`config.mk`:
```
export PLATFORM = sky130hd
export DESIGN_NAME = kf_ppi_gen
export DESIGN_NICKNAME = d
export VERILOG_FILES = /design/src/rtl/kf_ppi_gen.sv
export SDC_FILE = /design/constraint.sdc
export NUM_CORES = 1
export LEC_CHECK = 0
export CAP_MARGIN = 20
export CELL_PAD_IN_SITES_DETAIL_PLACEMENT = 1
export CELL_PAD_IN_SITES_GLOBAL_PLACEMENT = 1
export CORE_UTILIZATION = 41
export CTS_CLUSTER_DIAMETER = 40
export DETAILED_ROUTE_END_ITERATION = 10
export HOLD_SLACK_MARGIN = 0.12
export PLACE_DENSITY = 0.83
export SKIP_LAST_GASP = 1
export SYNTH_ARGS = -nofsm -noshare
export SYNTH_HDL_FRONTEND = slang
export SYNTH_SLANG_ARGS = --single-unit
```
`constraint.sdc`:
```
create_clock -name clock -period 5.01 [get_ports clock]
set_input_delay 1.002 -clock clock [delete_from_list [all_inputs] [get_ports clock]]
set_output_delay 1.002 -clock clock [all_outputs]
set_load 0.005 [all_outputs]
```
`src/rtl/kf_ppi_gen.sv`:
```
// kf_ppi_gen: NUM_PORTS-port PPI, each port in basic or 8255 mode-1 style strobed handshake mode.
// Define KF_PPI_INPUT_FIFO_EN to replace each port's single input latch with a FIFO_DEPTH-entry FIFO.
module kf_ppi_gen #(
    parameter int NUM_PORTS  = 3,
    parameter int PORT_WIDTH = 8,
    parameter int ADDR_WIDTH = 3,
    parameter int FIFO_DEPTH = 4
) (
    input  logic                            clock,
    input  logic                            reset,
    input  logic                            chip_select_n,
    input  logic                            read_enable_n,
    input  logic                            write_enable_n,
    input  logic [ADDR_WIDTH-1:0]           address,
    input  logic [PORT_WIDTH-1:0]           data_bus_in,
    output logic [PORT_WIDTH-1:0]           data_bus_out,
    input  logic [NUM_PORTS*PORT_WIDTH-1:0] port_in,
    output logic [NUM_PORTS*PORT_WIDTH-1:0] port_out,
    output logic [NUM_PORTS-1:0]            port_oe,
    input  logic [NUM_PORTS-1:0]            stb_n,
    input  logic [NUM_PORTS-1:0]            ack_n,
    output logic [NUM_PORTS-1:0]            ibf,
    output logic [NUM_PORTS-1:0]            obf_n,
    output logic [NUM_PORTS-1:0]            port_intr,
    output logic                            irq
);
    logic                  r_cs_n, r_we_n, r_re_n;
    logic [ADDR_WIDTH-1:0] r_addr;
    logic [PORT_WIDTH-1:0] r_data;
    logic                  w_wr, w_rd;
    logic [PORT_WIDTH-1:0] w_rdata [NUM_PORTS];
    logic [PORT_WIDTH-1:0] w_stat  [NUM_PORTS];

    if (PORT_WIDTH < 8 || (2 ** ADDR_WIDTH) < 2 * NUM_PORTS || FIFO_DEPTH < 2 ||
        (FIFO_DEPTH & (FIFO_DEPTH - 1)) != 0) begin : g_bad_param
        $error("kf_ppi_gen: illegal parameter combination");
    end

    // Bus is sampled every cycle; a transfer takes effect on the strobe's rising edge.
    always_ff @(posedge clock)
        if (reset) begin
            r_cs_n <= 1'b1;
            r_we_n <= 1'b1;
            r_re_n <= 1'b1;
            r_addr <= '0;
            r_data <= '0;
        end else begin
            r_cs_n <= chip_select_n;
            r_we_n <= write_enable_n;
            r_re_n <= read_enable_n;
            r_addr <= address;
            r_data <= data_bus_in;
        end

    assign w_wr = ~r_we_n & write_enable_n & ~r_cs_n;
    assign w_rd = ~r_re_n & read_enable_n & ~r_cs_n;

    for (genvar k = 0; k < NUM_PORTS; k++) begin : g_port
        logic                  r_dir, r_mode, r_ie, r_obf_n, r_intr, r_ovr, r_stb, r_ack;
        logic [PORT_WIDTH-1:0] r_out, w_pin, w_head;
        logic                  w_wr_d, w_wr_c, w_rd_d, w_sin, w_sout, w_ibf;
        logic                  w_fall, w_rise, w_ack_fall, w_ack_rise;
        logic                  w_ovr_set, w_in_set, w_in_clr;
        assign w_pin      = port_in[k*PORT_WIDTH +: PORT_WIDTH];
        assign w_wr_d     = w_wr && r_addr == ADDR_WIDTH'(2 * k);
        assign w_wr_c     = w_wr && r_addr == ADDR_WIDTH'(2 * k + 1);
        assign w_rd_d     = w_rd && r_addr == ADDR_WIDTH'(2 * k);
        assign w_sin      = r_mode & r_dir;
        assign w_sout     = r_mode & ~r_dir;
        assign w_fall     = r_stb & ~stb_n[k];
        assign w_rise     = ~r_stb & stb_n[k];
        assign w_ack_fall = r_ack & ~ack_n[k];
        assign w_ack_rise = ~r_ack & ack_n[k];
`ifdef KF_PPI_INPUT_FIFO_EN
        localparam int QW = $clog2(FIFO_DEPTH);
        logic [PORT_WIDTH-1:0] r_fifo [FIFO_DEPTH];
        logic [QW-1:0]         r_wp, r_rp;
        logic [QW:0]           r_cnt, w_cnt_nxt;
        logic                  w_push, w_pop, w_acc;
        assign w_push    = w_sin & w_fall;
        assign w_pop     = w_sin & w_rd_d & w_ibf;
        // A pop in the same cycle frees the slot, so a push into a full FIFO still lands.
        assign w_acc     = w_push & ((r_cnt != (QW+1)'(FIFO_DEPTH)) | w_pop);
        assign w_cnt_nxt = r_cnt + (QW+1)'(w_acc) - (QW+1)'(w_pop);
        assign w_ibf     = r_cnt != '0;
        assign w_head    = r_fifo[r_rp];
        assign w_ovr_set = w_push & ~w_acc;
        assign w_in_set  = w_rise & w_ibf & r_ie;
        assign w_in_clr  = w_cnt_nxt == '0;
        always_ff @(posedge clock)
            if (reset || w_wr_c) begin
                r_wp  <= '0;
                r_rp  <= '0;
                r_cnt <= '0;
            end else begin
                if (w_acc) r_wp <= r_wp + 1'b1;
                if (w_pop) r_rp <= r_rp + 1'b1;
                r_cnt <= w_cnt_nxt;
            end
        always_ff @(posedge clock)
            if (reset) r_fifo <= '{default: '0};
            else if (w_acc) r_fifo[r_wp] <= w_pin;
`else
        logic                  r_ibf;
        logic [PORT_WIDTH-1:0] r_latch;
        assign w_ibf     = r_ibf;
        assign w_head    = r_latch;
        assign w_ovr_set = w_fall & r_ibf;
        assign w_in_set  = w_rise & r_ibf & r_ie;
        assign w_in_clr  = w_rd_d;
        // A strobe landing with the end of a read keeps ibf set for the fresh data.
        always_ff @(posedge clock)
            if (reset) begin
                r_ibf   <= 1'b0;
                r_latch <= '0;
            end else if (w_wr_c) begin
                r_ibf <= 1'b0;
            end else if (w_sin) begin
                if (w_fall) begin
                    r_latch <= w_pin;
                    r_ibf   <= 1'b1;
                end else if (w_rd_d) begin
                    r_ibf <= 1'b0;
                end
            end
`endif
        always_ff @(posedge clock)
            if (reset) begin
                r_dir   <= 1'b1;
                r_mode  <= 1'b0;
                r_ie    <= 1'b0;
                r_obf_n <= 1'b1;
                r_intr  <= 1'b0;
                r_ovr   <= 1'b0;
                r_out   <= '0;
                r_stb   <= 1'b1;
                r_ack   <= 1'b1;
            end else begin
                r_stb <= stb_n[k];
                r_ack <= ack_n[k];
                if (w_wr_c) begin
                    r_dir   <= r_data[0];
                    r_mode  <= r_data[1];
                    r_ie    <= r_data[2];
                    r_obf_n <= 1'b1;
                    r_intr  <= 1'b0;
                    r_ovr   <= 1'b0;
                end else if (w_sin) begin
                    r_ovr  <= w_rd_d ? 1'b0 : r_ovr | w_ovr_set;
                    r_intr <= w_in_clr ? 1'b0 : r_intr | w_in_set;
                end else if (~r_dir && w_wr_d) begin
                    r_out   <= r_data;
                    r_obf_n <= ~r_mode;
                    r_intr  <= 1'b0;
                end else if (w_sout) begin
                    if (w_ack_fall) r_obf_n <= 1'b1;
                    if (w_ack_rise && r_obf_n && r_ie) r_intr <= 1'b1;
                end
            end
        assign w_rdata[k] = r_dir ? (r_mode ? w_head : w_pin) : r_out;
        assign w_stat[k]  = {{(PORT_WIDTH-6){1'b0}}, r_ovr, r_intr, r_dir ? w_ibf : ~r_obf_n,
                             r_ie, r_mode, r_dir};
        assign port_out[k*PORT_WIDTH +: PORT_WIDTH] = r_out;
        assign port_oe[k]   = ~r_dir;
        assign ibf[k]       = w_ibf;
        assign obf_n[k]     = r_obf_n;
        assign port_intr[k] = r_intr;
    end

    always_comb begin
        data_bus_out = '0;
        if (!chip_select_n && !read_enable_n)
            for (int i = 0; i < NUM_PORTS; i++) begin
                if (address == ADDR_WIDTH'(2 * i)) data_bus_out = w_rdata[i];
                if (address == ADDR_WIDTH'(2 * i + 1)) data_bus_out = w_stat[i];
            end
    end

    assign irq = |port_intr;
endmodule

```
Word level (Yosys, flattened, before mapping)
Cells that the tools add are included.
- eq/ne operators: 10
- add/subtract/negate cells: 0
- reduce and logical (&&, ||, !) cells: 57
- divide/modulo/power cells: 0
- shift operators: 0
- bitwise logic cells: 67
- $mul: 0
- order comparisons: 0
- mux-type cells: 49
- operators by type and width (operator ; number):
    $mux 8 ; 13
    $mux 1 ; 36
    $and 1x1->1 ; 31
    $not 1->1 ; 30
    $reduce_and 3->1 ; 9
    $logic_and 1x1->1 ; 19
    $reduce_bool 2->1 ; 9
    $reduce_bool 3->1 ; 6
    $eq 3x2->1 const B ; 4
    $eq 3x3->1 const B ; 4
    $reduce_and 2->1 ; 6
    $eq 3x1->1 const B ; 2
    $logic_not 3->1 ; 2
    $or 1x1->1 ; 6
    $reduce_or 2->1 ; 3
    $reduce_or 3->1 ; 1
    $logic_not 1->1 ; 2
- RAM bits: 0
- memories: 0
- register bits after elaboration: 89
- ROM bits: 0
- logic and storage cells: 221
- bits in latches: 0

Longest topological paths before layout
Gate-level depths: netlist of run 1.
- word-level depth: 9
- depth in mapped cells: 6

Worst setup path before layout of run 1
No wires, ideal clock.
- kind: input to output
- from: input address[2]
- to: output data_bus_out[6]
- data arrival time: 2.029 ns
- stages: 5
- setup slack: 1.979 ns
- data required time: 4.008 ns
- cell sequence: clkbuf_1 -> clkbuf_1 -> a211oi_1 -> nor3_1 -> a2111oi_0
- longest elaborated chain between the ends: 8
- ends and longest elaborated chain (element ; RTL line ; RTL):
    start, declared ; 14 ; input logic [ADDR_WIDTH-1:0] address,
    $logic_not 3->1 ; 174 ; if (address == ADDR_WIDTH'(2 * i)) data_bus_out = w_rdata[i];
    $mux 8 ; 174 ;
    $mux 8 ; 175 ; if (address == ADDR_WIDTH'(2 * i + 1)) data_bus_out = w_stat[i];
    $mux 8 ; 174 ;
    $mux 8 ; 175 ;
    $mux 8 ; 174 ;
    $mux 8 * ; 175 ;
    $mux 8 * ; 172 ; if (!chip_select_n && !read_enable_n)
    end, declared ; 16 ; output logic [PORT_WIDTH-1:0] data_bus_out,
Mark *: on every way between the ends. The rest lies on a longest branch, timed or not.

Final worst setup path of run 1
- from: input address[2]
- to: output data_bus_out[3]
Same word-level chain as after synthesis.

==> results of run 1 <==
-- critical path, cell delays in order --
cell             delay (ns)
clkdlybuf4s50_1        0.73
buf_4                  0.23
nand2b_1               0.16
a211oi_1               0.29
o221ai_1               0.17
a21oi_1                0.23
clkdlybuf4s50_1        0.54
-- cell type report --
class                           count  area, um2  share of cell area, %
Multi-Input combinational cell    334       2230                   41.7
Tap cell                          133        166                   3.11
Clock buffer                        9        124                   2.31
Timing Repair Buffer               95        933                   17.4
Inverter                            8       30.0                  0.561
Sequential cell                    89       1780                   33.3
Clock inverter                      7       83.8                   1.57
-- flip-flops by register name, summed over array words and instances (netlist names) --
register        count
r_re_n              1
g_port.r_ie         3
g_port.r_mode       3
g_port.r_stb        3
g_port.r_dir        3
r_we_n              1
g_port.r_obf_n      3
g_port.r_ovr        3
g_port.r_latch     24
g_port.r_ack        3
r_data              8
g_port.r_out       24
g_port.r_ibf        3
g_port.r_intr       3
r_addr              3
r_cs_n              1
-- layout by cell type, fill, tap and decap left out, types with 2 or more instances in the layout --
cell	Yosys	routed
or2_2	12	12
nand3b_1	4	4
o22ai_1	3	3
o221ai_1	3	3
inv_1	8	8
or3_1	5	5
clkdlybuf4s50_1	0	89
nand3_1	3	3
a31oi_1	8	8
nor2_1	79	79
nand4_1	2	2
a21o_1	2	2
nor3_1	7	7
a211o_1	4	4
buf_4	9	5
nor3b_1	3	3
dfxtp_1	89	89
o21a_1	2	2
nand2b_1	7	7
inv_6	0	3
nand2_1	16	16
a2111oi_0	3	3
mux2_2	3	3
mux2i_1	76	76
o211ai_1	7	7
o31ai_1	3	3
nor4_1	5	5
nor2b_1	16	16
o311ai_0	2	2
o21ai_0	10	10
a21oi_1	19	19
and4b_1	2	2
a211oi_1	10	10
nand4b_1	4	4
clkbuf_8	0	9
-- layer usage --
metal | GRT usage (%) | wire length, um | vias to the layer above
li1 | - | - | 1805
met1 | 31.1 | 5800 | 1885
met2 | 46.4 | 6960 | 106
met3 | 3.32 | 652 | 15
met4 | 8.47 | 215 | 0
met5 | 0 | 0 | -
-- metrics by stage --
stage | std cells | hold slack, ns | power (W) | area, um2
global placement | 659 | 0.468 | 0.000856 | 5140
finish | 675 | 0.505 | 0.00137 | 5350
global route | 675 | 0.534 | 0.00142 | 5350
floorplan | 477 | 0.437 | 0.000792 | 4270
CTS | 675 | 0.510 | 0.00138 | 5350
detailed placement | 659 | 0.482 | 0.000860 | 5140
-- power groups by stage --
stage	combinational, W	clock, W	sequential (W)
after floorplan	0.0000553	0	0.000737
after detailed placement	0.000115	0	0.000745
final	0.000115	0.000528	0.000729
after global placement	0.000112	0	0.000744
after CTS	0.000115	0.000539	0.000728
after global routing	0.000124	0.000562	0.000730
-- kinds of logic after synthesis --
logic type	Yosys count
AOI/OAI and AO/OA	82
buffers and inverters	54
DFF	89
muxes	79
and+or+nand+nor	173
-- final timing paths --
kind,from,to,slack (ns),depth (start not counted)
setup / recovery,address[2],data_bus_out[3],0.64,7
hold / removal,g_port[1].r_latch[2]$_SDFFE_PP0P_,g_port[1].r_latch[2]$_SDFFE_PP0P_,0.51,2
setup reg to reg,g_port[1].r_dir$_SDFFE_PP1P_,g_port[1].r_latch[7]$_SDFFE_PP0P_,2.65,4
hold reg to reg,g_port[1].r_latch[2]$_SDFFE_PP0P_,g_port[1].r_latch[2]$_SDFFE_PP0P_,0.51,2
==> results.py, run 1 <==
metrics = {
    "logic_synthesis": {
        "yosys.area_share.xor_xnor_pct": 0,
        "synthArstFlopShare_pct": 0,
        "synth_fa_ha_area_share_pct": 0,
        "ys_seq_area_share_pct": 41.7,
        "synth_area_leaders": "dfxtp_1 42%, mux2i_1 18%, nor2_1 6.9%, clkbuf_1 2.6%, nor2b_1 2.3%",
        "synth_edf_count": 0,
        "synth_top_family_by_area": "simple AND/OR/NAND/NOR gates",
        "syn_area_per_cell_um2": 8.95,
        "synth_area_leader_cell": "dfxtp_1",
        "netlist.area_leader.share_pct": 41.7,
        "syn_inst": 477,
        "synth_simple_gate_area_share_pct": 20.7,
        "synth_cell_types": 50,
        "synth_compound_area_share_pct": 13.0,
        "muxShareOfSynthArea_pct": 18.6,
        "synthMostInstantiatedCell": "dfxtp_1",
        "ys_warn_count": 0,
        "synth-seq-cells": 89,
        "syn_area_um2": 4270,
        "synth-main-ff-cell": "dfxtp_1",
        "syn_nets": 523,
        "synth_common_cells": "89 x dfxtp_1, 79 x nor2_1, 76 x mux2i_1, 30 x clkbuf_1, 19 x a21oi_1",
    },
    "place": {
        "hpwl_um": 10000,
        "io_buffers": 90,
        "preCtsSetupSlack_ns": 0.655,
        "gp_congestion": 0.866,
    },
    "sta": {
        "rsz0062_at_grt": "no",
        "finClkSkew_ns": 0.0134,
        "slew_violations": 0,
        "fmax_mhz": 229,
        "slew_headroom_pct": 30.3,
        "setup_ws_ns": 0.640,
        "hold_violations": 0,
        "fin_crit_sh_pct": 87.2,
        "max_slew.worst_pin.slew_ns": 1.05,
        "period_needed_ns": 4.37,
        "final-setup-viol-count": 0,
        "setup_tns_ns": 0,
    },
    "cts": {
        "cts-buffers-inserted": 9,
        "cts_hold_buffers": 0,
        "insertion_delay_ns": 0.38,
        "htreeDepth": 3,
        "cts_tree": "yes",
        "cts.clk_slew.worst_paths_ns": 0.10,
        "cts_root_buffer": "clkbuf_8",
        "post_cts_buffers": 0,
        "max-clock-path-buffers": 2,
        "clock-sinks": 89,
        "cts_resized": 0,
    },
    "global_route": {
        "grt_pass1_wl_um": 21500,
        "grt_usage_pct": 25.6,
        "grt_max_degree": 59,
        "overflow": 0,
        "antenna_found_initial": 0,
        "grt_pass1_vias": 3970,
    },
    "final_layout": {
        "fill_cells": 1162,
        "nets": 583,
        "antennaDiodeCount": 0,
        "area.growth.synth_to_final_pct": 25.4,
        "final_core_util_pct": 53.8,
        "drive_gt1_share_pct": 7.38,
    },
    "floorplan": {
        "io-pin-count": 91,
        "row_count": 36,
        "core_um2": 9950,
        "start_util_pct": 42.9,
        "die_area_um2": 10800,
        "fp.dieH_um": 104,
        "dieWidth_um": 104,
    },
    "job": {
        "maxCapViolCount": 0,
    },
    "setup_path": {
        "crit_fanout": 12,
        "cp-end-kind": "output pin",
        "arrival_ns": 3.37,
        "required_ns": 4.01,
        "worstSetupPathType": "input port to output pin",
        "start_kind": "input port",
    },
    "routing": {
        "wl_per_cell_um": 20.2,
        "vias": 3811,
        "ant_nets": 0,
        "wl_um": 13600,
        "drcViolationCount": 0,
        "vias_per_cell": 5.65,
        "firstDrtPassIters": 4,
        "dr.first_iter.drc_count": 205,
    },
    "pwr": {
        "power_frac_clock_pct": 38.5,
        "seq_power_share_pct": 53.1,
        "p_sw_w": 0.000356,
        "powerDensity_nw_per_um2": 256,
        "max-vdd-ir-drop_v": 0.000164,
        "combPwrFrac_pct": 8.4,
        "power.internal_w": 0.00102,
        "power_leakage_nw": 2.10,
        "switching_share_pct": 26.0,
    },
    "min_path": {
        "hold_path_class": "flop to flop",
    },
    "outcome": {
        "status": "complete, no violations",
    },
}
Power figures use the tool's default switching activity.
==> inputs of run 2 (changes only) <==
- REMOVE_ABC_BUFFERS: unset -> 1
==> results.py, run 2 (same netlist as run 1, synthesis figures left out) <==
metrics = {
    "setup_path": {
        "crit_fanout": 15,
        "worstSetupPathType": "input port to output pin",
        "critPathTopFamily": "buffers and inverters",
        "crit_start": "address[0]",
        "cp_num_buf_inv": 3,
        "timing.rr.end": "g_port[1].r_obf_n$_SDFFE_PP1P_",
        "crit_top_cell": "clkdlybuf4s50_1",
        "path_cells": "clkdlybuf4s50_1, buf_4, nor3_1, a211oi_1, o221ai_1, a21oi_1, clkdlybuf4s50_1",
        "cp-end-kind": "output pin",
        "timing.rr.start": "r_addr[1]$_SDFF_PP0_",
        "r2r_cells": 4,
        "cp_num_cells": 7,
        "slowest_stage": "clkdlybuf4s50_1",
        "cpPeakStageDelay_ns": 0.81,
        "required_ns": 4.01,
        "r2r_slack_ns": 2.69,
        "crit_path_end": "data_bus_out[3]",
        "arrival_ns": 3.49,
        "start_kind": "input port",
    },
    "sta": {
        "fin_crit_sh_pct": 89.7,
        "slew_violations": 0,
        "fmax_mhz": 223,
        "rsz0062_at_grt": "no",
        "finClkSkew_ns": 0.00990,
        "hold_violations": 0,
        "period_needed_ns": 4.49,
        "final-setup-viol-count": 0,
        "setup_tns_ns": 0,
        "slew_headroom_pct": 26.0,
        "max_slew.worst_pin.slew_ns": 1.10,
    },
    "cts": {
        "cts.clk_slew.worst_paths_ns": 0.08,
        "cts-buffers-inserted": 9,
        "insertion_delay_ns": 0.36,
        "cts_resized": 0,
        "cts_root_buffer": "clkbuf_8",
        "max-clock-path-buffers": 2,
        "htreeDepth": 3,
        "clock-sinks": 89,
        "post_cts_buffers": 0,
        "cts_tree": "yes",
        "cts_hold_buffers": 0,
    },
    "final_layout": {
        "antennaDiodeCount": 0,
        "design_area_um2": 5360,
        "reg_top3": "g_port.r_latch (24), g_port.r_out (24), r_data (8)",
        "stdcell_count": 672,
        "nets": 583,
        "area.growth.synth_to_final_pct": 25.4,
        "final_cell_mix": "89 x dfxtp_1, 89 x clkdlybuf4s50_1, 79 x nor2_1",
        "final_core_util_pct": 53.8,
        "drive_gt1_share_pct": 7.05,
    },
    "global_route": {
        "grt_usage_pct": 25.3,
        "use_met1_pct": 31.7,
        "met2_usage_pct": 42.9,
        "antenna_found_initial": 0,
        "grt_max_degree": 48,
        "gr-usage-met3_pct": 4.39,
        "grt_pass1_vias": 4016,
        "overflow": 0,
        "grt_busiest_layer": "met2",
        "grt_pass1_wl_um": 21100,
    },
    "routing": {
        "vias": 3771,
        "wl_per_cell_um": 20.0,
        "dr.first_iter.drc_count": 220,
        "wl_um": 13500,
        "drcViolationCount": 0,
        "vias_per_cell": 5.61,
        "ant_nets": 0,
        "firstDrtPassIters": 4,
    },
    "min_path": {
        "hold_path_class": "flop to flop",
    },
    "pwr": {
        "powerDensity_nw_per_um2": 257,
        "design_power_total_w": 0.00138,
        "power_leakage_nw": 2.10,
        "max-vdd-ir-drop_v": 0.000132,
    },
    "outcome": {
        "status": "complete, no violations",
    },
    "floorplan": {
        "core_um2": 9950,
        "fp.dieH_um": 104,
        "row_count": 36,
        "start_util_pct": 42.9,
        "dieWidth_um": 104,
        "io-pin-count": 91,
        "die_area_um2": 10800,
    },
    "place": {
        "place_area_um2": 5150,
        "gp_congestion": 0.865,
        "io_buffers": 90,
        "hpwl_um": 9710,
        "place_inst": 659,
    },
    "job": {
        "maxCapViolCount": 0,
    },
}
[run 2: cell types whose count changed in the layout (fill, tap and decap cells not counted), sizes merged]
cell / previous run / this run
bufinv: 1 / 2
clkbuf: 9 / 10
clkinv: 1 / 0
inv: 12 / 8
[run 2: area by class of cell]
cell class / count / area (um2)
fillers: 1150 / 4600
multi-input cells: 334 / 2240
flip-flops and latches: 89 / 1780
repair buffers: 95 / 933
well taps: 133 / 166
clock buffers: 10 / 138
clock inverters: 3 / 67.6
inverters: 8 / 30.0
[run 2: how the worst min path moves through the flow]
| stage | slack, ns | end | start | depth (start not counted) |
|---|---|---|---|---|
| 2_1_floorplan | 0.44 | g_port[1].r_ovr$_SDFFE_PP0P_ | g_port[1].r_ovr$_SDFFE_PP0P_ | 2 |
| 3_3_place_gp | 0.47 | g_port[0].r_latch[0]$_SDFFE_PP0P_ | g_port[0].r_latch[0]$_SDFFE_PP0P_ | 2 |
| 3_5_place_dp | 0.49 | g_port[1].r_latch[4]$_SDFFE_PP0P_ | g_port[1].r_latch[4]$_SDFFE_PP0P_ | 2 |
| 4_1_cts | 0.51 | g_port[1].r_latch[4]$_SDFFE_PP0P_ | g_port[1].r_latch[4]$_SDFFE_PP0P_ | 2 |
| 5_1_grt | 0.54 | g_port[0].r_latch[5]$_SDFFE_PP0P_ | g_port[0].r_latch[5]$_SDFFE_PP0P_ | 2 |
| 6_report | 0.50 | g_port[1].r_latch[4]$_SDFFE_PP0P_ | g_port[1].r_latch[4]$_SDFFE_PP0P_ | 2 |
[run 2: power breakdown]
part           internal (W)  total, W  switching (W)
clock              0.000287  0.000532       0.000246
sequential         0.000715  0.000727      0.0000120
combinational     0.0000598  0.000116      0.0000567
total               0.00106   0.00138       0.000314
[run 2: metal layers]
| layer | routed length (um) | up-vias |
|---|---|---|
| met2 | 6420 | 116 |
| met5 | 0 | - |
| met1 | 6010 | 1832 |
| li1 | - | 1797 |
| met4 | 376 | 0 |
| met3 | 645 | 26 |
[run 2: stage by stage]
| stage | hold WS (ns) | worst slack [ns] |
|---|---|---|
| 2_1_floorplan | 0.437 | 2.13 |
| 3_3_place_gp | 0.470 | 0.649 |
| 3_5_place_dp | 0.488 | 0.522 |
| 4_1_cts | 0.509 | 0.547 |
| 5_1_grt | 0.536 | 0.403 |
| 6_report | 0.501 | 0.517 |
[run 2: worst min-delay path: stages (launching register included)]
cell	delay [ns]
dfxtp_1	0.33
mux2i_1	0.06
nor2_1	0.07
==> inputs of run 3 (changes only) <==
- CELL_PAD_IN_SITES_DETAIL_PLACEMENT: 1 -> unset
- CELL_PAD_IN_SITES_GLOBAL_PLACEMENT: 1 -> unset
- CORE_UTILIZATION: 41 -> 53
- PLACE_DENSITY: 0.83 -> 0.81
- TNS_END_PERCENT: unset -> 20
==> results.py, run 3 (same netlist as run 1, synthesis figures left out) <==
metrics = {
    "outcome": {
        "status": "complete, no violations",
    },
    "cts": {
        "clock-sinks": 89,
        "cts-buffers-inserted": 9,
        "cts.clk_slew.worst_paths_ns": 0.08,
        "insertion_delay_ns": 0.36,
        "cts_resized": 0,
        "htreeDepth": 3,
        "cts_tree": "yes",
        "max-clock-path-buffers": 2,
        "cts_hold_buffers": 0,
        "post_cts_buffers": 0,
        "cts_root_buffer": "clkbuf_8",
    },
    "pwr": {
        "power_frac_clock_pct": 37.5,
        "power_leakage_nw": 2.08,
        "powerDensity_nw_per_um2": 254,
        "seq_power_share_pct": 54.1,
        "max-vdd-ir-drop_v": 0.000151,
        "switching_share_pct": 24.2,
        "combPwrFrac_pct": 8.4,
        "p_sw_w": 0.000325,
        "power.internal_w": 0.00102,
    },
    "floorplan": {
        "io-pin-count": 91,
        "core_um2": 7770,
        "start_util_pct": 55.0,
        "row_count": 32,
        "die_area_um2": 8420,
        "dieWidth_um": 91.8,
        "fp.dieH_um": 91.8,
    },
    "sta": {
        "period_needed_ns": 4.60,
        "fin_crit_sh_pct": 91.7,
        "fmax_mhz": 218,
        "finClkSkew_ns": 0.00562,
        "setup_tns_ns": 0,
        "slew_violations": 0,
        "whs_ns": 0.500,
        "rsz0062_at_grt": "no",
        "max_slew.worst_pin.slew_ns": 1.03,
        "hold_violations": 0,
        "final-setup-viol-count": 0,
        "slew_headroom_pct": 31.6,
    },
    "setup_path": {
        "r2r_cells": 4,
        "arrival_ns": 3.59,
        "cp-end-kind": "output pin",
        "required_ns": 4.01,
        "slowest_stage": "clkdlybuf4s50_1",
        "cpPeakStageDelay_ns": 0.94,
        "start_kind": "input port",
        "path_cells": "clkdlybuf4s50_1, nor2b_1, a21oi_1, nor3_1, a2111oi_0, clkdlybuf4s50_1",
        "crit_fanout": 17,
        "cp_num_buf_inv": 2,
        "cp_num_cells": 6,
        "crit_top_cell": "clkdlybuf4s50_1",
        "critPathTopFamily": "buffers and inverters",
        "worstSetupPathType": "input port to output pin",
    },
    "global_route": {
        "grt_pass1_vias": 3704,
        "grt_max_degree": 62,
        "overflow": 0,
        "grt_usage_pct": 28.9,
        "antenna_found_initial": 0,
        "grt_pass1_wl_um": 18800,
    },
    "routing": {
        "ant_nets": 0,
        "wl_um": 11900,
        "dr.first_iter.drc_count": 207,
        "wl_per_cell_um": 18.5,
        "vias_per_cell": 5.84,
        "vias": 3757,
        "drcViolationCount": 0,
        "firstDrtPassIters": 6,
    },
    "final_layout": {
        "final_cell_mix": "89 x dfxtp_1, 89 x clkdlybuf4s50_1, 79 x nor2_1",
        "fill_cells": 643,
        "antennaDiodeCount": 0,
        "drive_gt1_share_pct": 6.84,
        "nets": 582,
        "area.growth.synth_to_final_pct": 24.1,
        "reg_top3": "g_port.r_latch (24), g_port.r_out (24), r_data (8)",
    },
    "place": {
        "hpwl_um": 8480,
        "gp_congestion": 0.864,
        "io_buffers": 90,
    },
    "job": {
        "maxCapViolCount": 0,
    },
    "min_path": {
        "worstHoldPathCells": 2,
        "hold_path_class": "flop to flop",
    },
}
-- run 3: changes by cell type in the layout (fill, tap and decap cells not counted) --
cell,change
buf_4,-1
bufinv_16,-1
clkbuf_1,+2
clkinvlp_4,+2
o31ai_1,+1
o31ai_2,-1
-- run 3: area by class of cell --
class	count	area, um2	share of cell area [%]
clock buffer	12	145	2.74
clock inverter	4	52.6	0.992
inverter	8	30.0	0.567
multi-input combinational	334	2230	42.2
sequential	89	1780	33.6
tap	102	128	2.41
timing repair buffer	94	926	17.5
-- run 3: power by group through the flow --
stage / Sequential, W / Clock, W / Combinational (W)
floorplan: 0.000738 / 0 / 0.0000379
global placement: 0.000743 / 0 / 0.000111
detailed placement: 0.000743 / 0 / 0.000112
CTS: 0.000727 / 0.000509 / 0.000112
global route: 0.000729 / 0.000540 / 0.000122
finish: 0.000727 / 0.000505 / 0.000113
-- run 3: worst paths after layout --
path / start / end / slack [ns]
hold / removal: g_port[1].r_latch[0]$_SDFFE_PP0P_ / g_port[1].r_latch[0]$_SDFFE_PP0P_ / 0.50
setup / recovery: address[0] / data_bus_out[6] / 0.41
hold reg to reg: g_port[1].r_latch[0]$_SDFFE_PP0P_ / g_port[1].r_latch[0]$_SDFFE_PP0P_ / 0.50
setup reg to reg: r_addr[1]$_SDFF_PP0_ / g_port[0].r_obf_n$_SDFFE_PP1P_ / 2.66
-- run 3: metrics by stage --
step | std cells | util, % | setup slack, ns | power (W) | instance area (um2)
after floorplan | 431 | - | 2.13 | 0.000776 | 4050
after global placement | 627 | 65.6 | 0.528 | 0.000854 | 5100
after detailed placement | 627 | 65.6 | 0.495 | 0.000855 | 5100
after CTS | 643 | 68.2 | 0.463 | 0.00135 | 5300
after global routing | 643 | 68.2 | 0.333 | 0.00139 | 5300
final | 643 | 68.2 | 0.414 | 0.00135 | 5300
-- run 3: worst reg2reg max path, delay by kind of cell (launching register included) --
family / cells / cell delay, ns
mux: 1 / 0.31
simple gates: 3 / 1.51
flops: 1 / 0.42
-- run 3: metal layers --
metal  global-route usage, %  up-vias  share of wire (%)  wire, um
met4                    12.4        0                2.8       328
met2                    46.3      161                 45      5390
met1                    39.0     1768                 46      5490
met3                    4.23       28                5.7       682
li1                        -     1800                  -         -
met5                       0        -                  0         0
